--- src/rtl/cpu_bus_router.sv ---
// CPU bus-cycle controller: decodes each 68020/030 cycle to block RAM, SDRAM or bus error
// and owns every strobe and acknowledge. All outputs are registered.
module cpu_bus_router #(
   parameter int unsigned BRAM_ADDR_BITS = 19,
   parameter logic [31:0] SDRAM_TOP      = 32'h03FF_FFFF,
   parameter int unsigned BRAM_WAIT      = 1,
   parameter int unsigned TIMEOUT        = 255
) (
   input  logic        CLK_114,
   input  logic        RESET_N,
   input  logic        AS_N,
   input  logic [31:0] ADR_OUT,
   input  logic        RWn,
   input  logic [1:0]  SIZE,
   input  logic [31:0] DATA_OUT,
   output logic [31:0] DATA_IN,
   output logic [1:0]  DSACKn,
   output logic        BERRn,
   output logic        bram_en,
   output logic [3:0]  bram_we,
   output logic [31:0] bram_adr,
   output logic [31:0] bram_wdata,
   input  logic [31:0] bram_rdata,
   output logic        sd_req,
   output logic        sd_we,
   output logic [31:0] sd_adr,
   output logic [3:0]  sd_be,
   output logic [31:0] sd_wdata,
   input  logic [31:0] sd_rdata,
   input  logic        sd_ack
);

   typedef enum logic [2:0] {IDLE, BRAM, SDRAM, ACK, BERR, DRAIN} state_t;

   localparam logic [32:0] BRAM_LIMIT = 33'd1 << BRAM_ADDR_BITS;
   localparam logic [15:0] WAIT_DONE  = 16'(BRAM_WAIT + 1);
   localparam logic [15:0] TO_LIM     = 16'(TIMEOUT);

   state_t      state_q, state_d;
   logic [15:0] cnt_q, cnt_d;
   logic        abort_q, abort_d;
   logic        rd_q, rd_d;
   logic [31:0] data_in_q, data_in_d;
   logic [1:0]  dsack_q, dsack_d;
   logic        berr_n_q, berr_n_d;
   logic        bram_en_q, bram_en_d;
   logic [3:0]  bram_we_q, bram_we_d;
   logic [31:0] adr_q, adr_d;
   logic [31:0] wdata_q, wdata_d;
   logic        sd_req_q, sd_req_d;
   logic        sd_we_q, sd_we_d;
   logic [3:0]  sd_be_q, sd_be_d;

   logic [2:0]  off, len, last;
   logic [3:0]  mask;
   logic        in_bram, in_sd;

   // Lanes off..min(off+len-1,3); lane 0 (D31:24) is mask bit 3.
   always_comb begin
      off     = {1'b0, ADR_OUT[1:0]};
      len     = (SIZE == 2'b00) ? 3'd4 : {1'b0, SIZE};
      last    = off + len - 3'd1;
      mask    = {off == 3'd0,
                 (off <= 3'd1) && (last >= 3'd1),
                 (off <= 3'd2) && (last >= 3'd2),
                 last >= 3'd3};
      in_bram = {1'b0, ADR_OUT} < BRAM_LIMIT;
      in_sd   = !in_bram && (ADR_OUT <= SDRAM_TOP);
   end

   always_comb begin
      state_d   = state_q;
      cnt_d     = cnt_q;
      abort_d   = abort_q;
      rd_d      = rd_q;
      data_in_d = data_in_q;
      dsack_d   = 2'b11;
      berr_n_d  = 1'b1;
      bram_en_d = 1'b0;
      bram_we_d = bram_we_q;
      adr_d     = adr_q;
      wdata_d   = wdata_q;
      sd_req_d  = 1'b0;
      sd_we_d   = sd_we_q;
      sd_be_d   = sd_be_q;
      case (state_q)
         IDLE: begin
            if (!AS_N) begin
               adr_d     = ADR_OUT;
               wdata_d   = DATA_OUT;
               rd_d      = RWn;
               cnt_d     = '0;
               abort_d   = 1'b0;
               bram_we_d = '0;
               sd_be_d   = '0;
               sd_we_d   = 1'b0;
               if (in_bram) begin
                  state_d = BRAM;
                  if (!RWn) bram_we_d = mask;
               end else if (in_sd) begin
                  state_d = SDRAM;
                  sd_be_d = mask;
                  sd_we_d = !RWn;
               end else begin
                  state_d = BERR;
               end
            end
         end
         BRAM: begin
            // The access always runs to completion; an abort only suppresses the acknowledge.
            bram_en_d = (cnt_q == '0);
            cnt_d     = cnt_q + 16'd1;
            if (AS_N) abort_d = 1'b1;
            if (cnt_q == WAIT_DONE) begin
               if (abort_q || AS_N) begin
                  state_d = IDLE;
               end else begin
                  state_d = ACK;
                  dsack_d = 2'b00;
                  if (rd_q) data_in_d = bram_rdata;
               end
            end
         end
         SDRAM: begin
            sd_req_d = 1'b1;
            if (cnt_q != TO_LIM) cnt_d = cnt_q + 16'd1;
            if (sd_ack) begin
               if (AS_N) begin
                  state_d = IDLE;
               end else begin
                  state_d = ACK;
                  if (rd_q) data_in_d = sd_rdata;
               end
            end else if (cnt_q == TO_LIM) begin
               state_d = AS_N ? IDLE : BERR;
            end else if (AS_N) begin
               state_d = DRAIN;
            end
         end
         ACK: begin
            dsack_d = 2'b00;
            if (AS_N) state_d = IDLE;
         end
         BERR: begin
            berr_n_d = 1'b0;
            if (AS_N) state_d = IDLE;
         end
         DRAIN: begin
            sd_req_d = 1'b1;
            if (cnt_q != TO_LIM) cnt_d = cnt_q + 16'd1;
            if (sd_ack || (cnt_q == TO_LIM)) state_d = IDLE;
         end
         default: state_d = IDLE;
      endcase
   end

   always_ff @(posedge CLK_114) begin
      if (!RESET_N) begin
         state_q   <= IDLE;
         cnt_q     <= '0;
         abort_q   <= 1'b0;
         rd_q      <= 1'b0;
         data_in_q <= '0;
         dsack_q   <= 2'b11;
         berr_n_q  <= 1'b1;
         bram_en_q <= 1'b0;
         bram_we_q <= '0;
         adr_q     <= '0;
         wdata_q   <= '0;
         sd_req_q  <= 1'b0;
         sd_we_q   <= 1'b0;
         sd_be_q   <= '0;
      end else begin
         state_q   <= state_d;
         cnt_q     <= cnt_d;
         abort_q   <= abort_d;
         rd_q      <= rd_d;
         data_in_q <= data_in_d;
         dsack_q   <= dsack_d;
         berr_n_q  <= berr_n_d;
         bram_en_q <= bram_en_d;
         bram_we_q <= bram_we_d;
         adr_q     <= adr_d;
         wdata_q   <= wdata_d;
         sd_req_q  <= sd_req_d;
         sd_we_q   <= sd_we_d;
         sd_be_q   <= sd_be_d;
      end
   end

   assign DATA_IN    = data_in_q;
   assign DSACKn     = dsack_q;
   assign BERRn      = berr_n_q;
   assign bram_en    = bram_en_q;
   assign bram_we    = bram_we_q;
   assign bram_adr   = adr_q;
   assign bram_wdata = wdata_q;
   assign sd_req     = sd_req_q;
   assign sd_we      = sd_we_q;
   assign sd_adr     = adr_q;
   assign sd_be      = sd_be_q;
   assign sd_wdata   = wdata_q;

endmodule

--- config.mk ---
export PLATFORM = sky130hd
export DESIGN_NAME = cpu_bus_router
export DESIGN_NICKNAME = d
export VERILOG_FILES = /design/src/rtl/cpu_bus_router.sv
export SDC_FILE = /design/constraint.sdc
export NUM_CORES = 1
export LEC_CHECK = 0
export ABC_AREA = 1
export CAP_MARGIN = 20
export CORE_ASPECT_RATIO = 0.9
export CORE_MARGIN = 2
export CORE_UTILIZATION = 44
export DETAILED_ROUTE_END_ITERATION = 8
export HOLD_SLACK_MARGIN = 0.06
export PLACE_DENSITY_LB_ADDON = 0.2
export REMOVE_ABC_BUFFERS = 1
export SLEW_MARGIN = 40
export SYNTH_ARGS = -nofsm -noshare
export SYNTH_HDL_FRONTEND = slang
export SYNTH_SLANG_ARGS = --single-unit
export TNS_END_PERCENT = 10
--- constraint.sdc ---
create_clock -name CLK_114 -period 3.2 [get_ports CLK_114]
set_input_delay 0.48 -clock CLK_114 [delete_from_list [all_inputs] [get_ports CLK_114]]
set_output_delay 0.48 -clock CLK_114 [all_outputs]
set_load 0.01 [all_outputs]
==> results.toml <==
[sta]
finalCriticalPeriod_ps = 2398
hold_viol_final = 0
finalClockSkew_ps = 9.867
rsz0062_at_grt = "no"
slew_violations = 0
fin_tns_setup_ps = 0
finalSetupViolCount = 0
slew_headroom_pct = 55.73
period_share_pct = 74.95
tightest_slew_ps = 664.0
max_freq_ghz = 0.4169

[hold_path]
hp-start = "bram_we[1]$_SDFFE_PN0P_"
whs_path_depth = 2
min_path_type = "reg -> reg"
hold_end = "bram_we[1]$_SDFFE_PN0P_"

[synthesis]
synthDominantCellAreaShare_pct = 42.68
syn-cell-area_mm2 = 0.006097
synth_compound_area_share_pct = 12.07
synthFlopType = "dfxtp_1"
yosys-top-cells-area = "dfxtp_1 (43%), nor2_1 (14%), nand2_1 (11%)"
synth_fa_ha_area_share_pct = 1.231
ys_warn_count = 0
synth-edff-count = 0
avgSynthCellArea_um2 = 6.952
synthSimpleGateAreaFrac_pct = 30.00
synth_cells = 877
yosysUniqueCellTypes = 33
ys_ff_latch = 130
seq_area_frac_synth_pct = 42.68
synthMuxAreaShare_pct = 0
yosysTopAreaCell = "dfxtp_1"
synthArstFlopShare_pct = 0
synth_top_family_by_area = "simple AND/OR/NAND/NOR gates"
synthXorXnorAreaFrac_pct = 0.4309

[place]
port_buffers = 308
place_congestion = 0.8704
hpwl_um = 14220
dp_cells = 1253

[setup_path]
rr_endpoint = "DATA_IN[31]$_SDFFE_PN0P_"
crit_type = "reg -> reg"
arrival_ps = 2700
crit_fanout = 37
reg2regPathDepth = 9
required_ps = 3500
ff2ff_setup_slack_ps = 800
startpoint_type = "flop"
cp-end-kind = "flop"
worstReg2RegStart = "state_q[0]$_SDFFE_PN0P_"

[die]
coreArea_mm2 = 0.01346
die_w_um = 128.1
die-area_mm2 = 0.01482
die_height_um = 115.7
start_util_pct = 45.29
io_pins = 309
rows = 40

[clocking]
clockBufferDepth = 2
clock_sinks = 130
cts_tree = "done"
cts_root_buf = "clkbuf_16"
clock_latency_ps = 420
cts_inserted_buffers = 17
cts_resized = 0
postCtsSetupRepairBufs = 0
clk_pin_slew_worst_paths_ps = 50
htreeDepth = 4
ctsHoldBuffers = 0

[detailed_routing]
ant_nets = 0
wl_um = 19680
route.detailed.drc = 0
wl_per_cell_um = 15.31
viasPerCell = 4.861
drt_first_iter_violations = 448
num_vias = 6247
drt_first_pass_iters = 4

[finish]
synthToLayoutAreaGrowth_pct = 52.62
layout.cells.non_filler = 1285
nNetsFinal = 1245
antenna_cells = 0
drive_gt1_share_pct = 5.192

[power]
p_leak_nw = 3.758
ir_drop_mv = 0.3733
power_density_mw_per_mm2 = 489.1

[grt]
grt_overflow = 0
grtUsageTotal_pct = 26.07
grt_pass1_wl_um = 29990
grt_max_degree = 75
first_global_vias = 5709
grt_antenna_before_repair = 0

[job]
maxCapViolCount = 0

[outcome]
outcome = "complete, no violations"
==> placed cells by master (no fill, tap or decap), drive strengths merged <==
cell type	netlist	final
clkdlybuf4s50	0	307
nor2	230	230
nand2	174	174
dfxtp	130	130
o21ai	112	112
inv	34	34
nand3	28	28
clkbuf	26	28
a21oi	26	26
nand4	10	10
ha	6	6
buf	79	6
or2	5	5
clkinv	2	5
nor3	4	4
a31o	3	3
nand3b	2	2
xnor2	2	2
a211oi	1	1
nor4	1	1
xor2	1	1
o21bai	1	1
bufinv	0	1
==> synth_stat cells, types with 2 or more instances <==
cell / number
nor2_1: 224
nand2_1: 171
dfxtp_1: 130
o21ai_0: 70
buf_4: 66
o21ai_1: 42
inv_1: 29
nand3_1: 27
clkbuf_1: 26
a21oi_1: 25
nand4_1: 10
buf_2: 8
ha_1: 6
buf_6: 5
nor2_2: 5
or2_2: 5
inv_2: 4
nor3_1: 4
a31o_2: 3
nand2_2: 2
nand3b_1: 2
xnor2_1: 2
==> registers in the layout (all words and copies together), names as in the netlist, 3 cells and up <==
register    flops
bram_wdata     32
cnt_q          16
bram_adr       32
sd_be           4
state_q         3
DATA_IN        32
bram_we         4
==> logic make-up after synthesis <==
group                      Yosys count
and+or+nand+nor                    454
AOI/OAI and AO/OA                  143
buffers and inverters              141
DFF                                130
adders and majority gates            6
xor gates and xnor gates             3
==> power by group <==
group | switching (mW) | internal, mW | leakage (nW)
sequential | 0.0757 | 1.71 | 1.06
clock | 0.676 | 1.19 | 0.284
combinational | 0.401 | 0.498 | 2.41
==> critical path: stages, from the launching register on <==
cell and delay, ps:
dfxtp_1 540, nor2_2 100, nand2_4 350, inv_4 250, a21oi_2 250, nor2_2 60
nand2_2 70, clkinv_2 350, nor2_1 230, nor2_1 70
==> routing by layer <==
layer / wire length, um / GRT usage, % / up-vias / share of wire (%)
met5: 0 / 0 / - / 0
met4: 480 / 9.451 / 0 / 2.4
met3: 1839 / 10.80 / 35 / 9.3
met2: 9345 / 43.03 / 228 / 47
met1: 8010 / 30.71 / 2804 / 41
li1: - / - / 3180 / -
==> through the flow <==
stage          power (mW)  instance area [um2]  hold slack (ps)  setup WS [ps]  utilization (%)
4_1_cts             4.574                 9305            458.1          802.0            69.12
6_report            4.551                 9305            459.5          801.6            69.12
3_3_place_gp        2.711                 8733            446.4          832.0            64.87
2_1_floorplan       2.102                 5408            429.3          828.6                -
3_5_place_dp        2.715                 8733            448.9          786.1            64.87
5_1_grt             4.729                 9305            481.8          601.2            69.12
==> how the worst max path moves through the flow <==
stage                                  from                        to  slack, ps  depth (start not counted)
detailed placement               ADR_OUT[1]     sd_be[1]$_SDFFE_PN0P_        790                         10
CTS                 state_q[0]$_SDFFE_PN0P_  DATA_IN[31]$_SDFFE_PN0P_        800                          9
global route        state_q[0]$_SDFFE_PN0P_  DATA_IN[31]$_SDFFE_PN0P_        600                          9
global placement                 ADR_OUT[1]     sd_be[1]$_SDFFE_PN0P_        830                         10
finish              state_q[0]$_SDFFE_PN0P_  DATA_IN[31]$_SDFFE_PN0P_        800                          9
floorplan           state_q[0]$_SDFFE_PN0P_     cnt_q[9]$_SDFFE_PN0P_        830                          8
==> area by class of cell <==
class,count,area [um2]
fill,1111,4158
timing repair buffer,313,3115
multi-input combinational,606,2666
sequential,130,2603
clock buffer,28,526.8
tap,168,210.2
inverter,36,138.9
clock inverter,4,45.04
(Power assumes the default switching activity.)
